[src/rtl/muldiv_unit.sv]
// Iterative multiply/divide unit owning HI/LO: 32-cycle shift-add multiply,
// 32-cycle restoring divide, and a final sign-fix cycle that writes HI/LO.
//
// state | meaning
// IDLE  | accepts MULT/DIV/MTHI/MTLO requests
// CALC  | one multiply or divide iteration per cycle, 32 cycles
// FIX   | sign correction, HI/LO write, done pulse
module muldiv_unit #(
    parameter int WIDTH = 32
) (
    input  logic             clk,
    input  logic             rst,
    input  logic             start,
    input  logic [5:0]       Op,
    input  logic [WIDTH-1:0] SrcA,
    input  logic [WIDTH-1:0] SrcB,
    output logic [WIDTH-1:0] hi,
    output logic [WIDTH-1:0] lo,
    output logic             busy,
    output logic             done
);
    localparam logic [5:0] OP_MULT  = 6'b011000;
    localparam logic [5:0] OP_MULTU = 6'b011001;
    localparam logic [5:0] OP_DIV   = 6'b011010;
    localparam logic [5:0] OP_DIVU  = 6'b011011;
    localparam logic [5:0] OP_MTHI  = 6'b010001;
    localparam logic [5:0] OP_MTLO  = 6'b010011;
    localparam int         CW       = $clog2(WIDTH);

    typedef enum logic [1:0] {IDLE, CALC, FIX} state_t;

    state_t             state;
    logic [CW-1:0]      count;
    logic [WIDTH-1:0]   acc;     // product high half / partial remainder
    logic [WIDTH-1:0]   qr;      // multiplier shifting out / quotient shifting in
    logic [WIDTH-1:0]   mc;      // multiplicand or divisor magnitude
    logic [WIDTH-1:0]   a_lat;
    logic               is_div;
    logic               neg_q;
    logic               neg_r;
    logic               div0;

    logic               req_signed;
    logic               neg_a_req;
    logic               neg_b_req;
    logic [WIDTH:0]     mul_sum;
    logic [WIDTH:0]     div_shift;
    logic               div_ge;
    logic [WIDTH-1:0]   div_rem;
    logic [2*WIDTH-1:0] prod;
    logic [2*WIDTH-1:0] prod_neg;

    assign req_signed = ~Op[0];
    assign neg_a_req  = req_signed & SrcA[WIDTH-1];
    assign neg_b_req  = req_signed & SrcB[WIDTH-1];

    assign mul_sum   = {1'b0, acc} + (qr[0] ? {1'b0, mc} : '0);
    assign div_shift = {acc, qr[WIDTH-1]};
    assign div_ge    = div_shift >= {1'b0, mc};
    // when div_ge holds the difference is below the divisor, so it fits WIDTH bits
    assign div_rem   = div_shift[WIDTH-1:0] - mc;
    assign prod      = {acc, qr};
    assign prod_neg  = -prod;

    assign busy = (state != IDLE);

    always_ff @(posedge clk) begin
        if (rst) begin
            state  <= IDLE;
            count  <= '0;
            acc    <= '0;
            qr     <= '0;
            mc     <= '0;
            a_lat  <= '0;
            is_div <= 1'b0;
            neg_q  <= 1'b0;
            neg_r  <= 1'b0;
            div0   <= 1'b0;
            hi     <= '0;
            lo     <= '0;
            done   <= 1'b0;
        end else begin
            done <= 1'b0;
            case (state)
                IDLE: begin
                    if (start) begin
                        case (Op)
                            OP_MTHI: hi <= SrcA;
                            OP_MTLO: lo <= SrcA;
                            OP_MULT, OP_MULTU, OP_DIV, OP_DIVU: begin
                                is_div <= Op[1];
                                a_lat  <= SrcA;
                                div0   <= (SrcB == '0);
                                neg_q  <= neg_a_req ^ neg_b_req;
                                neg_r  <= neg_a_req;
                                mc     <= neg_b_req ? -SrcB : SrcB;
                                qr     <= neg_a_req ? -SrcA : SrcA;
                                acc    <= '0;
                                count  <= '0;
                                state  <= CALC;
                            end
                            default: ;
                        endcase
                    end
                end
                CALC: begin
                    if (is_div) begin
                        acc <= div_ge ? div_rem : div_shift[WIDTH-1:0];
                        qr  <= {qr[WIDTH-2:0], div_ge};
                    end else begin
                        acc <= mul_sum[WIDTH:1];
                        qr  <= {mul_sum[0], qr[WIDTH-1:1]};
                    end
                    count <= count + 1'b1;
                    if (count == CW'(WIDTH - 1))
                        state <= FIX;
                end
                FIX: begin
                    if (is_div) begin
                        if (div0) begin
                            hi <= a_lat;
                            lo <= '1;
                        end else begin
                            hi <= neg_r ? -acc : acc;
                            lo <= neg_q ? -qr : qr;
                        end
                    end else begin
                        {hi, lo} <= neg_q ? prod_neg : prod;
                    end
                    done  <= 1'b1;
                    state <= IDLE;
                end
                default: state <= IDLE;
            endcase
        end
    end
endmodule

[config.mk]
export PLATFORM = sky130hd
export DESIGN_NAME = muldiv_unit
export DESIGN_NICKNAME = d
export VERILOG_FILES = /design/src/rtl/muldiv_unit.sv
export SDC_FILE = /design/constraint.sdc
export NUM_CORES = 1
export LEC_CHECK = 0
export CAP_MARGIN = 20
export CORE_UTILIZATION = 40
export CTS_CLUSTER_SIZE = 14
export DETAILED_ROUTE_END_ITERATION = 10
export DONT_BUFFER_PORTS = 1
export GPL_ROUTABILITY_DRIVEN = 0
export SYNTH_ARGS = -nofsm -noshare
export SYNTH_HDL_FRONTEND = slang
export SYNTH_SLANG_ARGS = --single-unit
[constraint.sdc]
create_clock -name clk -period 9.1 [get_ports clk]
set_clock_uncertainty 0.15 [all_clocks]
set_input_delay 1.82 -clock clk [delete_from_list [all_inputs] [get_ports clk]]
set_output_delay 1.82 -clock clk [all_outputs]
set_load 0.01 [all_outputs]
# Word-level counts from Yosys, hierarchy flattened
# Index checks and enable logic that the tools add are counted.
[totals]
out_inout_bits = 66
in_bits = 73
register_bits = 204
[op_classes]
mux = 33
n_reduce_logical = 11
addsub = 8
n_lt_le_gt_ge = 1
bitwise_logic = 4
eq_ne = 14
[ops]
columns = ["cell", "n"]
rows = [
  ["$mux W32", 20],
  ["$pmux W32 S2", 4],
  ["$neg A32 Y32", 4],
  ["$mux W64", 1],
  ["$neg A64 Y64", 1],
  ["$eq A6 B5 Y1 const B", 6],
  ["$add A32 B32 Y33", 1],
  ["$ge A33 B32 Y1", 1],
  ["$logic_not A32 Y1", 1],
  ["$sub A32 B32 Y32", 1],
  ["$reduce_and A3 Y1", 5],
  ["$mux W5", 2],
  ["$pmux W5 S2", 1],
  ["$mux W2", 3],
  ["$ne A2 B1 Y1 const B", 3],
  ["$reduce_bool A2 Y1", 3],
  ["$add A5 B1 Y5 const B", 1],
  ["$eq A5 B5 Y1 const B", 1],
  ["$ne A2 B2 Y1 const B", 2],
  ["$pmux W2 S2", 1],
  ["$reduce_or A4 Y1", 1],
  ["$and A1 B1 Y1", 2],
  ["$eq A2 B1 Y1 const B", 1],
  ["$eq A2 B2 Y1 const B", 1],
  ["other kinds (4)", 4],
]

# Longest topological paths before layout
[depth]
word_depth = 6
mapped_depth = 16
ltp_nobuf = 14

# Worst setup path before layout
# Ideal clock, no wire load.
[synth_timing]
path_type = "input to register"
from = "input port SrcB[0]"
to = "register mc[27]"
required_ps = 8864
slack_ps = 4309
setup_time_ps = 86
arrival_time_ps = 4556
path_buffers = 0
cell_stages = 10
cell_sequence = "or2_2 or4b_2 nor3_1 and2_1 inv_1 or2_2 or3_1 o41ai_1 xor2_1 a211oi_1"
[synth_via]
elab_chain_cells = 2
[synth_rtl]
columns = ["element", "line_no", "rtl"]
rows = [
  ["start: declaration", "16", "input logic [WIDTH-1:0] SrcB,"],
  ["$neg A32 Y32", "96", "mc <= neg_b_req ? -SrcB : SrcB;"],
  ["$mux W32", "96", ""],
  ["end signal: assignment", "96", ""],
  ["end: declaration", "36", "logic [WIDTH-1:0] mc;"],
]
# No other way between the ends.
# A chain may end at the register's enable or synchronous reset.

# Worst setup path after layout
# Same ends and word-level chain as after synthesis.

==> flow_metrics.py <==
metrics = {
    "clock_network": {
        "cts_resized": 0,
        "postCtsHoldBufs": 0,
        "cts_max_level": 1,
        "cts_made_buffers": 26,
        "post_cts_buffers": 0,
        "clk_latency_ns": 0.56,
        "cts_max_path_buffers": 3,
        "cts_tree": "done",
        "cts-root-buf": "clkbuf_16",
        "cts_sinks": 204,
        "clk_pin_slew_ns": 0.06,
    },
    "cells_and_area": {
        "fin_nets": 2187,
        "diodes": 0,
        "areaGrowthSynthToFinish_pct": 6.59,
        "fin_util_pct": 43.7,
        "drive_gt1_share_pct": 4.85,
    },
    "logic_synthesis": {
        "yosysWarnings": 0,
        "synth_cell_types": 80,
        "async_reset_ff_share_pct": 0,
        "yosys.area.top_type": "dfxtp_1",
        "synth-seq-area-share_pct": 25.6,
        "synthCells": 2167,
        "yosys-top-cells-area": "dfxtp_1, a21oi_1, xnor2_1",
        "synth_edf_count": 0,
        "syn_area_sq_um": 16000,
        "yosys.cell_count.top_type": "nand2_1",
        "avgSynthCellArea_sq_um": 7.37,
        "synth_top_area_share_pct": 25.6,
        "ys_ff_latch": 204,
        "synth_common_cells": "nand2_1, nor2_1, a21oi_1",
        "ys.flop_type": "dfxtp_1",
        "synth_nets": 2312,
    },
    "floorplan": {
        "dieArea_sq_um": 40800,
        "die_w_microns": 202,
        "ioPinCount": 139,
        "fp.dieH_microns": 202,
        "coreArea_sq_um": 39000,
        "row_count": 72,
        "start_util_pct": 41.0,
    },
    "setup_path": {
        "cp.required_ns": 9.42,
        "r2r_setup_slack_ns": 4.71,
        "critPathArrivalTime_ns": 4.85,
        "end_kind": "register",
        "crit_path_start_kind": "input port",
        "worstSetupEndpoint": "mc[27]",
        "reg2reg_to": "acc[29]",
        "timing.rr.start": "qr[0]",
        "crit_start": "SrcB[0]",
        "crit_type": "input port to register",
        "crit_path_max_fanout": 5,
        "reg2reg_depth": 13,
    },
    "route": {
        "first_iter_violations": 1518,
        "dr_total_vias": 15659,
        "firstDrtPassIters": 5,
        "route.final.wire_length_microns": 55900,
        "drc": 0,
        "antenna_left": 0,
        "avgRoutedWirePerCell_microns": 21.7,
        "viasPerCell": 6.07,
    },
    "sta": {
        "rsz0062_at_grt": "no",
        "fmax_ghz": 0.221,
        "drv_slew": 0,
        "worstMarginPinSlew_ns": 1.07,
        "fin_hold_ws_ns": 0.304,
        "slew_headroom_pct": 28.6,
        "tns_ns": 0,
        "hold_viol": 0,
        "layout_min_cycle_time_ns": 4.53,
        "fin_crit_sh_pct": 49.8,
        "setup_violations": 0,
    },
    "power": {
        "peakVddDrop_mv": 0.128,
        "power_leakage_nw": 6.11,
        "powerDensity_nw_per_um2": 137,
        "power_mw": 2.34,
    },
    "grt": {
        "grt_max_degree": 180,
        "grt_use_total_pct": 26.5,
        "grt-ovfl-total": 0,
        "grt_pass1_vias": 14543,
        "antenna_found_initial": 1,
        "grt_first_pass_wirelength_microns": 86000,
    },
    "placed_design": {
        "portBuffers": 0,
        "hpwl_microns": 40300,
    },
    "min_path": {
        "hp-start": "a_lat[26]",
        "hold_path_class": "register to register",
    },
    "run": {
        "maxCapViolations": 0,
    },
    "status": {
        "outcome": "finished, final reports clean",
    },
}
## registers in the layout, summed over array words and instances, names as in the netlist
name    count
a_lat      32
hi         32
neg_r       1
lo         32
done        1
state       2
neg_q       1
div0        1
mc         32
is_div      1
qr         32
acc        32
count       5
## per-stage QoR
stage,std cells,area [sq um],setup WS [ns]
after floorplan,2167,16000,4.31
after global placement,2531,16200,4.04
after detailed placement,2531,16200,4.01
after CTS,2577,17000,4.57
after global routing,2578,17000,4.39
final,2578,17000,4.57
## metal layers
| metal | vias to the layer above | part of all wire (%) | wire length [microns] | global-route usage [%] |
|---|---|---|---|---|
| met5 | - | 0 | 0 | 0 |
| met4 | 0 | 3.7 | 2050 | 9.31 |
| met3 | 90 | 6.6 | 3660 | 3.68 |
| met2 | 577 | 46 | 25900 | 43.7 |
| met1 | 7433 | 44 | 24300 | 35.2 |
| li1 | 7559 | - | - | - |
## worst min path at each step
stage	end	cells after the start
floorplan	mc[25]	2
global placement	a_lat[20]	2
detailed placement	a_lat[1]	2
CTS	a_lat[1]	2
global route	a_lat[0]	2
finish	a_lat[26]	2
## layout make-up
class                      instances  area (sq um)
fill                            3989         22000
multi-input combinational       1723         11000
sequential                       204          4090
clock buffer                      35           724
tap                              518           648
inverter                          65           244
timing repair buffer              22           185
clock inverter                    11           126
## critical path, stage by stage
cell and delay (ns):
or2_2 0.34, or4b_2 0.74, nor3_1 0.35, and2_1 0.22, inv_1 0.06, or2_2 0.29
or3_1 0.36, o41ai_1 0.32, xor2_1 0.11, a211oi_1 0.23
## logic make-up after synthesis
family	synth area share (%)
AO/OA/AOI/OAI	28.2
XOR/XNOR	10.8
adder cells (fa/ha/maj)	5.73
buffers and inverters	5.80
flip-flops	25.6
multiplexers	3.52
AND/OR/NAND/NOR	20.4
## placed cells by master (no fill, tap or decap), types with 34 or more instances in the layout
master,instances
nand2_1,245
nor3_1,38
o21ai_0,118
ha_1,70
xor2_1,81
a211oi_1,107
inv_1,65
xnor2_1,116
a21oi_1,212
or3_1,34
mux2i_1,54
nor2_1,223
dfxtp_1,201
## power breakdown
part	internal [mW]	switching, mW	leakage [nW]
Clock	0.615	0.443	0.418
Sequential	0.905	0.0187	1.65
Combinational	0.135	0.220	4.05
Power figures use the tool's default switching activity.
